<file path="config.mk">
export PLATFORM = sky130hd
export DESIGN_NAME = cpu_stage_ctrl
export DESIGN_NICKNAME = d
export VERILOG_FILES = /design/src/rtl/cpu_pkg.sv /design/src/rtl/stage_counters.sv /design/src/rtl/cpu_stage_ctrl.sv
export SDC_FILE = /design/constraint.sdc
export NUM_CORES = 1
export LEC_CHECK = 0
export CORE_MARGIN = 1.5
export CORE_UTILIZATION = 30
export CTS_BUF_LIST = sky130_fd_sc_hd__clkbuf_4
export CTS_CLUSTER_SIZE = 8
export DETAILED_ROUTE_END_ITERATION = 12
export GPL_ROUTABILITY_DRIVEN = 0
export PLACE_DENSITY = 0.52
export SYNTH_ARGS = -nofsm -noshare
export SYNTH_HDL_FRONTEND = slang
export SYNTH_SLANG_ARGS = --single-unit
</file>
<file path="constraint.sdc">
create_clock -name clk -period 2.4 [get_ports clk]
set_input_delay 0.36 -clock clk [delete_from_list [all_inputs] [get_ports clk]]
set_output_delay 0.36 -clock clk [all_outputs]
set_load 0.01 [all_outputs]
</file>
<file path="src/rtl/cpu_pkg.sv">
// Shared definitions for the multi-cycle CPU control sequencer.
// Contents:
//   S_IDLE..S_ERROR  : stage encodings, also driven on the debug 'state' output
//   PC_SEL_*         : PC source select codes
//   *_DEF            : default widths for the timeout and debug counters
//   dec_flags_t      : decoder flags captured in DECODE
//   is_busy()        : true for every stage except IDLE and ERROR
package cpu_pkg;

  localparam logic [2:0] S_IDLE      = 3'd0;
  localparam logic [2:0] S_FETCH     = 3'd1;
  localparam logic [2:0] S_DECODE    = 3'd2;
  localparam logic [2:0] S_EXECUTE   = 3'd3;
  localparam logic [2:0] S_MEMORY    = 3'd4;
  localparam logic [2:0] S_WRITEBACK = 3'd5;
  localparam logic [2:0] S_ERROR     = 3'd7;

  localparam logic [1:0] PC_SEL_SEQ    = 2'd0;
  localparam logic [1:0] PC_SEL_BRANCH = 2'd1;
  localparam logic [1:0] PC_SEL_JUMP   = 2'd2;

  localparam int TIMEOUT_W_DEF = 4;
  localparam int CNT_W_DEF     = 32;

  // 'store' is already cleared when the decoder also flags a load, so the
  // rest of the sequencer never sees both set at once.
  typedef struct packed {
    logic reg_wrt;
    logic load;
    logic store;
    logic branch;
    logic jump;
  } dec_flags_t;

  function automatic logic is_busy(input logic [2:0] s);
    return (s != S_IDLE) && (s != S_ERROR);
  endfunction

endpackage

</file>
<file path="src/rtl/stage_counters.sv">
// Debug counters for the stage sequencer.
// Ports:
//   clk, rst     : clock, synchronous active-high reset
//   busy         : count this cycle in cycle_cnt
//   retire       : one-cycle pulse on the last cycle of an instruction
//   cycle_cnt    : cycles spent outside IDLE/ERROR
//   retired_cnt  : completed instructions (wraps modulo 2^CNT_W)
module stage_counters
  import cpu_pkg::*;
#(
  parameter int CNT_W = CNT_W_DEF
) (
  input  logic             clk,
  input  logic             rst,
  input  logic             busy,
  input  logic             retire,
  output logic [CNT_W-1:0] cycle_cnt,
  output logic [CNT_W-1:0] retired_cnt
);

  localparam logic [CNT_W-1:0] CNT_ONE = CNT_W'(1);

  // Index 0 counts busy cycles, index 1 counts retired instructions.
  logic [1:0] inc;
  assign inc = {retire, busy};

  for (genvar gi = 0; gi < 2; gi++) begin : g_cnt
    logic [CNT_W-1:0] cnt_reg;
    always_ff @(posedge clk) begin
      if (rst) begin
        cnt_reg <= '0;
      end else if (inc[gi]) begin
        cnt_reg <= cnt_reg + CNT_ONE;
      end
    end
  end

  assign cycle_cnt   = g_cnt[0].cnt_reg;
  assign retired_cnt = g_cnt[1].cnt_reg;

endmodule

</file>
<file path="src/rtl/cpu_stage_ctrl.sv">
// Multi-cycle control sequencer for the single-issue 32-bit CPU datapath.
// Steps each instruction through FETCH/DECODE/EXECUTE/MEMORY/WRITEBACK and
// emits one-cycle load/write enables.
// Ports:
//   clk, rst                  : clock, synchronous active-high reset
//   run, step                 : run level / single-instruction step pulse
//   reg_wrt_sig..jump_sig     : decoder outputs, captured in DECODE
//   zf                        : ALU zero flag, used in EXECUTE
//   mem_ready                 : data memory access complete
//   ir_en, pc_en, pc_sel      : IR / PC load controls
//   reg_wrt_en                : register-file write enable
//   mem_read_en, mem_wrt_en   : data memory requests
//   state, busy, mem_err      : debug status, sticky timeout error
//   cycle_cnt, retired_cnt    : debug counters
module cpu_stage_ctrl
  import cpu_pkg::*;
#(
  parameter int TIMEOUT_W = TIMEOUT_W_DEF,
  parameter int CNT_W     = CNT_W_DEF
) (
  input  logic             clk,
  input  logic             rst,
  input  logic             run,
  input  logic             step,
  input  logic             reg_wrt_sig,
  input  logic             mem_read_sig,
  input  logic             mem_wrt_sig,
  input  logic             branch_sig,
  input  logic             jump_sig,
  input  logic             zf,
  input  logic             mem_ready,
  output logic             ir_en,
  output logic             pc_en,
  output logic [1:0]       pc_sel,
  output logic             reg_wrt_en,
  output logic             mem_read_en,
  output logic             mem_wrt_en,
  output logic [2:0]       state,
  output logic             busy,
  output logic             mem_err,
  output logic [CNT_W-1:0] cycle_cnt,
  output logic [CNT_W-1:0] retired_cnt
);

  localparam logic [TIMEOUT_W-1:0] TO_ONE  = TIMEOUT_W'(1);
  localparam logic [TIMEOUT_W-1:0] TO_ALL  = '1;
  // The wait cycle that would bring the counter to all-ones is the one
  // that trips the timeout.
  localparam logic [TIMEOUT_W-1:0] TO_LAST = TO_ALL - TO_ONE;

  logic [2:0]           state_reg, state_next;
  dec_flags_t           flags_reg;
  logic                 step_mode_reg;
  logic [1:0]           pc_sel_reg;
  logic [TIMEOUT_W-1:0] timeout_reg;
  logic                 mem_err_reg;

  logic       last_cycle;
  logic       timeout_hit;
  logic [1:0] exec_sel;
  logic [2:0] finish_state;

  // PC source for the current instruction; jump wins over branch.
  always_comb begin
    exec_sel = PC_SEL_SEQ;
    if (flags_reg.jump) begin
      exec_sel = PC_SEL_JUMP;
    end else if (flags_reg.branch && zf) begin
      exec_sel = PC_SEL_BRANCH;
    end
  end

  assign timeout_hit  = (state_reg == S_MEMORY) && !mem_ready && (timeout_reg == TO_LAST);
  assign finish_state = (run && !step_mode_reg) ? S_FETCH : S_IDLE;

  // State and bookkeeping registers.
  always_ff @(posedge clk) begin
    if (rst) begin
      state_reg     <= S_IDLE;
      flags_reg     <= '0;
      step_mode_reg <= 1'b0;
      pc_sel_reg    <= PC_SEL_SEQ;
      timeout_reg   <= '0;
      mem_err_reg   <= 1'b0;
    end else begin
      state_reg <= state_next;
      if (state_reg == S_DECODE) begin
        flags_reg.reg_wrt <= reg_wrt_sig;
        flags_reg.load    <= mem_read_sig;
        flags_reg.store   <= mem_wrt_sig && !mem_read_sig;
        flags_reg.branch  <= branch_sig;
        flags_reg.jump    <= jump_sig;
      end
      if ((state_reg == S_IDLE) && (run || step)) begin
        step_mode_reg <= step;
      end else if (last_cycle) begin
        step_mode_reg <= 1'b0;
      end
      if (state_reg == S_EXECUTE) begin
        pc_sel_reg <= exec_sel;
      end
      // Counter only runs during MEMORY; any other stage re-arms it.
      if (state_reg == S_MEMORY) begin
        if (!mem_ready) begin
          timeout_reg <= timeout_reg + TO_ONE;
        end
      end else begin
        timeout_reg <= '0;
      end
      if (timeout_hit) begin
        mem_err_reg <= 1'b1;
      end
    end
  end

  // Next-state logic; last_cycle also drives pc_en and the retire pulse.
  always_comb begin
    state_next = state_reg;
    last_cycle = 1'b0;
    case (state_reg)
      S_IDLE:    if (run || step) state_next = S_FETCH;
      S_FETCH:   state_next = S_DECODE;
      S_DECODE:  state_next = S_EXECUTE;
      S_EXECUTE: begin
        if (flags_reg.load || flags_reg.store) begin
          state_next = S_MEMORY;
        end else if (flags_reg.reg_wrt) begin
          state_next = S_WRITEBACK;
        end else begin
          last_cycle = 1'b1;
          state_next = finish_state;
        end
      end
      S_MEMORY: begin
        if (mem_ready) begin
          if (flags_reg.load) begin
            state_next = S_WRITEBACK;
          end else begin
            last_cycle = 1'b1;
            state_next = finish_state;
          end
        end else if (timeout_hit) begin
          state_next = S_ERROR;
        end
      end
      S_WRITEBACK: begin
        last_cycle = 1'b1;
        state_next = finish_state;
      end
      S_ERROR: state_next = S_ERROR;
      default: state_next = S_IDLE;
    endcase
  end

  // Output decode.
  always_comb begin
    ir_en       = 1'b0;
    reg_wrt_en  = 1'b0;
    mem_read_en = 1'b0;
    mem_wrt_en  = 1'b0;
    pc_sel      = PC_SEL_SEQ;
    case (state_reg)
      S_FETCH:     ir_en = 1'b1;
      S_EXECUTE:   pc_sel = exec_sel;
      S_MEMORY: begin
        mem_read_en = flags_reg.load;
        mem_wrt_en  = flags_reg.store;
        pc_sel      = pc_sel_reg;
      end
      S_WRITEBACK: begin
        reg_wrt_en = 1'b1;
        pc_sel     = pc_sel_reg;
      end
      default: ;
    endcase
  end

  assign pc_en   = last_cycle;
  assign state   = state_reg;
  assign busy    = is_busy(state_reg);
  assign mem_err = mem_err_reg;

  stage_counters #(
    .CNT_W(CNT_W)
  ) u_counters (
    .clk        (clk),
    .rst        (rst),
    .busy       (busy),
    .retire     (last_cycle),
    .cycle_cnt  (cycle_cnt),
    .retired_cnt(retired_cnt)
  );

endmodule

</file>
; ---- After elaboration in Yosys (flattened, before gate mapping)
; Cells that the tools add are included.
[word_totals]
out_inout_bits = 76
in_bits = 11
register_bits = 80
elab_cells = 66
[op_classes]
n_eq_ne = 10
mux = 22
reduce_logical = 18
add_sub_neg = 3
bitwise = 1
[op_table]
columns = op, n
row1 = 32-bit by 1-bit adder with 32-bit output (second input constant), 2
row2 = 3-bit case mux with 7 select lines, 1
row3 = 3-bit 2-to-1 mux, 6
row4 = 1-bit 2-to-1 mux, 12
row5 = 3-bit equality test (second input constant), 3
row6 = 1-bit logical AND, 7
row7 = 3-bit by 2-bit equality test with 1-bit output (second input constant), 2
row8 = 3-bit != test (second input constant), 2
row9 = 4-bit by 1-bit adder with 4-bit output (second input constant), 1
row10 = 4-bit equality test (second input constant), 1
row11 = 2-bit case mux with 2 select lines, 1
row12 = 2-bit OR reduction, 2
row13 = 3-bit by 1-bit equality test with 1-bit output (second input constant), 1
row14 = 1-bit zero test, 3
row15 = 3-bit zero test, 1
row16 = 1-bit case mux with 3 select lines, 1
row17 = 3-bit nonzero test, 1
row18 = 1-bit logical OR, 2
row19 = 2-bit 2-to-1 mux, 1
row20 = 2-bit by 1-bit != test with 1-bit output (second input constant), 1
row21 = 2-bit AND reduction, 1
row22 = 2-bit nonzero test, 1
row23 = 1-bit NOT, 1

; ---- Depth between registers and ports, before layout
[depth]
ltp_word = 6
mapped_depth = 7
depth_no_buf = 6

; ---- By module
; A second synthesis with hierarchy kept.
[unflattened]
cells_unflattened = 455
hier_area_um2 = 3887.5
[modules_own_cells]
columns = mod, instances, seq_area_each_um2, area_per_inst_um2, cells_each
row1 = stage_counters, 1, 1281.2, 3019.1, 354
row2 = cpu_stage_ctrl, 1, 320.3, 868.3, 101

; ---- Worst setup path before layout
; No wires, ideal clock.
[synth_timing]
path_type = register -> register
from = register u_counters.g_cnt[1].cnt_reg[0], in the netlist u_counters.retired_cnt[0]
to = register u_counters.g_cnt[1].cnt_reg[20], in the netlist u_counters.retired_cnt[20]
setup_time_ns = 0.128
synth_period_minus_slack_ns = 1.967
t_arrival_ns = 1.839
path_stages_with_launch = 8
slack_ns = 0.433
n_path_buf = 1
required_time_ns = 2.272
path_cell_list = dfxtp_1 > ha_1 > nand4_1 > or3_1 > buf_1 > a2111oi_2 > xnor2_1 > nor2_1
[synth_between]
elab_chain_len = 1
[synth_rtl]
columns = item, line_no
row1 = "start, declared", stage_counters.sv:28  ; logic [CNT_W-1:0] cnt_reg;
row2 = "start signal, assigned", stage_counters.sv:33  ; cnt_reg <= cnt_reg + CNT_ONE;
row3 = 32-bit by 1-bit adder with 32-bit output, stage_counters.sv:33
; Every way passes these cells.
; A chain may end at the register's enable or synchronous reset.

; ---- Worst setup path after layout
[layout_timing]
from = register flags_reg[2] (netlist name)
to = register u_counters.g_cnt[1].cnt_reg[23], in the netlist u_counters.retired_cnt[23]
[layout_between]
elab_chain_len = 3
[layout_rtl]
columns = item, line_no
row1 = "start, declared", cpu_stage_ctrl.sv:52  ; dec_flags_t flags_reg;
row2 = 1-bit logical OR, cpu_stage_ctrl.sv:125  ; if (flags_reg.load || flags_reg.store) begin
row3 = 1-bit 2-to-1 mux, cpu_stage_ctrl.sv:125
row4 = 1-bit case mux with 3 select lines, cpu_stage_ctrl.sv:120  ; case (state_reg)
; Every way passes these cells.

==> flow_summary.json <==
{
  "io_buffers": 86,
  "worst-path-max-fanout": 14,
  "synth_area_sq_mm": 0.00384,
  "placed_cells": 716,
  "seq_area_frac_synth_pct": 41.7,
  "core_sq_mm": 0.0126,
  "final_core_util_pct": 41.4,
  "grt_start_max_net_pins": 36,
  "htreeDepth": 3,
  "drv_slew": 0,
  "critPathCaptureType": "flop",
  "drtAntennaViolNets": 0,
  "crit_path_max_incr_delay_ps": 560,
  "grt_first_pass_wirelength_um": 16800,
  "avgViaCountPerCell": 4.87,
  "antenna_found_initial": 0,
  "final-setup-viol-count": 0,
  "run_status": "complete, no violations",
  "relSlewSlack_pct": 49.9,
  "gr-total-overflow": 0,
  "crit_path_start_kind": "flop",
  "worstPathArrival_ps": 2690,
  "p_leak_uw": 0.00176,
  "ys_warn_count": 0,
  "critical_path_class": "reg -> reg",
  "routedWlPerCell_um": 14.1,
  "die_x_um": 116,
  "fin_cells": 735,
  "worst-slew-pin-transition_ps": 746,
  "swShare_pct": 26.8,
  "area_growth_pct": 35.2,
  "path_delay_family": "simple AND/OR/NAND/NOR gates",
  "final_hold_viol_count": 0,
  "fin_skew_ps": 13.9,
  "cts_buffer_depth": 2,
  "cts_tree": "built",
  "layout-drive-gt1-share_pct": 11.7,
  "p_clk_share_pct": 30.4,
  "ys_ff_latch": 80,
  "period_share_pct": 96.0,
  "die_h_um": 116,
  "cts-root-buf": "clkbuf_4",
  "critical_path_required_ps": 2790,
  "clock.fmax_mhz": 434,
  "period_needed_ps": 2300,
  "cts.sinks": 80,
  "comb_power_share_pct": 10.9,
  "first_iter_violations": 123,
  "syn_avg_cell_area_sq_um": 8.43,
  "critical_path_buf_inv_count": 1,
  "rows": 41,
  "dp_hpwl_um": 7490,
  "cts_hold_buf": 0,
  "synth_cell_type_count": 44,
  "path_cells": "or4_4 -> or2_4 -> buf_4 -> a211o_1 -> or4_1 -> a21oi_1",
  "fp.dieArea_sq_mm": 0.0135,
  "seqPwrFrac_pct": 58.7,
  "peakVddDrop_mv": 0.173,
  "ioPinCount": 87,
  "start_util_pct": 30.6,
  "synth_nets": 471,
  "grtUsageTotal_pct": 16.0,
  "syn_inst": 456,
  "cp_slowest_cell": "or4_4",
  "power_density_mw_per_mm2": 452,
  "setup_tns_ps": 0,
  "hold_class": "in -> reg",
  "vias": 3578,
  "p_sw_uw": 629,
  "clk_pin_slew_ps": 130,
  "routed_wl_um": 10400,
  "first_global_vias": 3448,
  "nNetsFinal": 572,
  "clk_latency_ps": 450,
  "maxCapViolations": 0,
  "cts_buffers": 9,
  "dr.pass1.iters": 4,
  "drc": 0,
  "intPower_uw": 1720
}
## power by group through the flow
stage          Combinational [uW]  Clock, uW  Sequential, uW
2_1_floorplan                 129          0            1400
5_1_grt                       287        791            1380
6_report                      256        714            1380
4_1_cts                       251        755            1380
3_5_place_dp                  249          0            1410
3_3_place_gp                  248          0            1410
## cell usage in the layout (no fill, tap or decap), types with 5 or more instances in the layout
| cell type | count |
|---|---|
| xor2_1 | 27 |
| nand3_1 | 18 |
| dfxtp_1 | 78 |
| o21ai_0 | 11 |
| nand2_1 | 34 |
| and4_1 | 5 |
| a2111oi_2 | 6 |
| nor2b_1 | 5 |
| nand4_1 | 29 |
| xnor2_1 | 26 |
| nor3_1 | 6 |
| clkdlybuf4s50_1 | 82 |
| nor2_1 | 73 |
| and2_1 | 6 |
| a21oi_1 | 21 |
| clkbuf_4 | 12 |
| inv_1 | 5 |
| buf_4 | 26 |
| or3_1 | 12 |
| and3_1 | 11 |
| a211oi_1 | 9 |
## area by class of cell
class | count | area (sq um)
inverter | 5 | 18.8
timing repair buffer | 113 | 1070
clock inverter | 4 | 21.3
clock buffer | 12 | 90.1
tap | 172 | 215
fill | 1300 | 7370
multi-input combinational | 348 | 2170
sequential | 80 | 1610
antenna | 1 | 2.50
## cells in the mapped netlist (all sizes together)
library cell   n  area (sq um)
nor2b          5          31.3
nand3b         1          7.51
nor2          75           282
o21a           1          7.51
a311oi         2          17.5
a21oi         21           105
nand4b         1          8.76
or3           12          75.1
nand4         29           181
and2b          1          7.51
o2111ai        1          8.76
or2            2          15.0
nor3           7          35.0
o31ai          4          30.0
xnor2         26           228
o21ai         13          65.1
and4           5          43.8
dfxtp         80          1600
nand2         36           135
o21bai         1          7.51
and2           6          37.5
o211ai         1          7.51
nor3b          2          15.0
or4            5          41.3
nand2b         3          18.8
a211o          1          8.76
buf            6          28.8
nor4           3          18.8
a2111oi        7           105
mux2i          4          40.0
ha             4          50.1
nand3         18          90.1
and3          11          68.8
a211oi         9          67.6
xor2          27           236
a31oi          2          12.5
inv            5          18.8
mux2           2          22.5
clkbuf        17          63.8
## cell families (layout without fill, tap and decap cells)
| family | Yosys count | in the layout | synth area share, % |
|---|---|---|---|
| AO/OA/AOI/OAI | 63 | 63 | 11.5 |
| XOR/XNOR | 53 | 53 | 12.1 |
| adder cells (fa/ha/maj) | 4 | 4 | 1.30 |
| buffers and inverters | 28 | 134 | 2.90 |
| flip-flops | 80 | 80 | 41.7 |
| multiplexers | 6 | 6 | 1.63 |
| other | 0 | 1 | 0 |
| AND/OR/NAND/NOR | 222 | 222 | 28.9 |
## layer usage
layer  routed length (um)  up-vias  global-route usage, %  share of wire, %
met2                 4840       67                   25.5                47
met1                 4990     1687                   20.9                48
li1                     -     1810                      -                 -
met5                    0        -                      0                 0
met3                  259       14                   2.49               2.5
met4                  261        0                   8.21               2.5
## final timing paths
| check | cells after the start | slack [ps] | to | startpoint |
|---|---|---|---|---|
| max | 6 | 100 | u_counters.retired_cnt[23] | flags_reg[2] |
| min | 2 | 430 | flags_reg[4] | rst |
| max reg2reg | 6 | 100 | u_counters.retired_cnt[23] | flags_reg[2] |
| min reg2reg | 2 | 490 | mem_err | mem_err |
## through the flow
stage          cell area [sq um]  hold WS [ps]  power (uW)  setup slack [ps]
2_1_floorplan               3840           447        1530               433
3_3_place_gp                5030           454        1650              24.5
3_5_place_dp                5030           463        1660             -28.8
4_1_cts                     5160           405        2390              11.5
5_1_grt                     5200           430        2460             -5.08
6_report                    5200           426        2350              96.5
## what timing repair did
item,in CTS,in global routing
endpoints found under the hold margin,0,0
setup endpoints to repair,6,8
resized for setup,7,9
pin swaps,0,0
setup buffers,0,2
(Power assumes the default switching activity.)
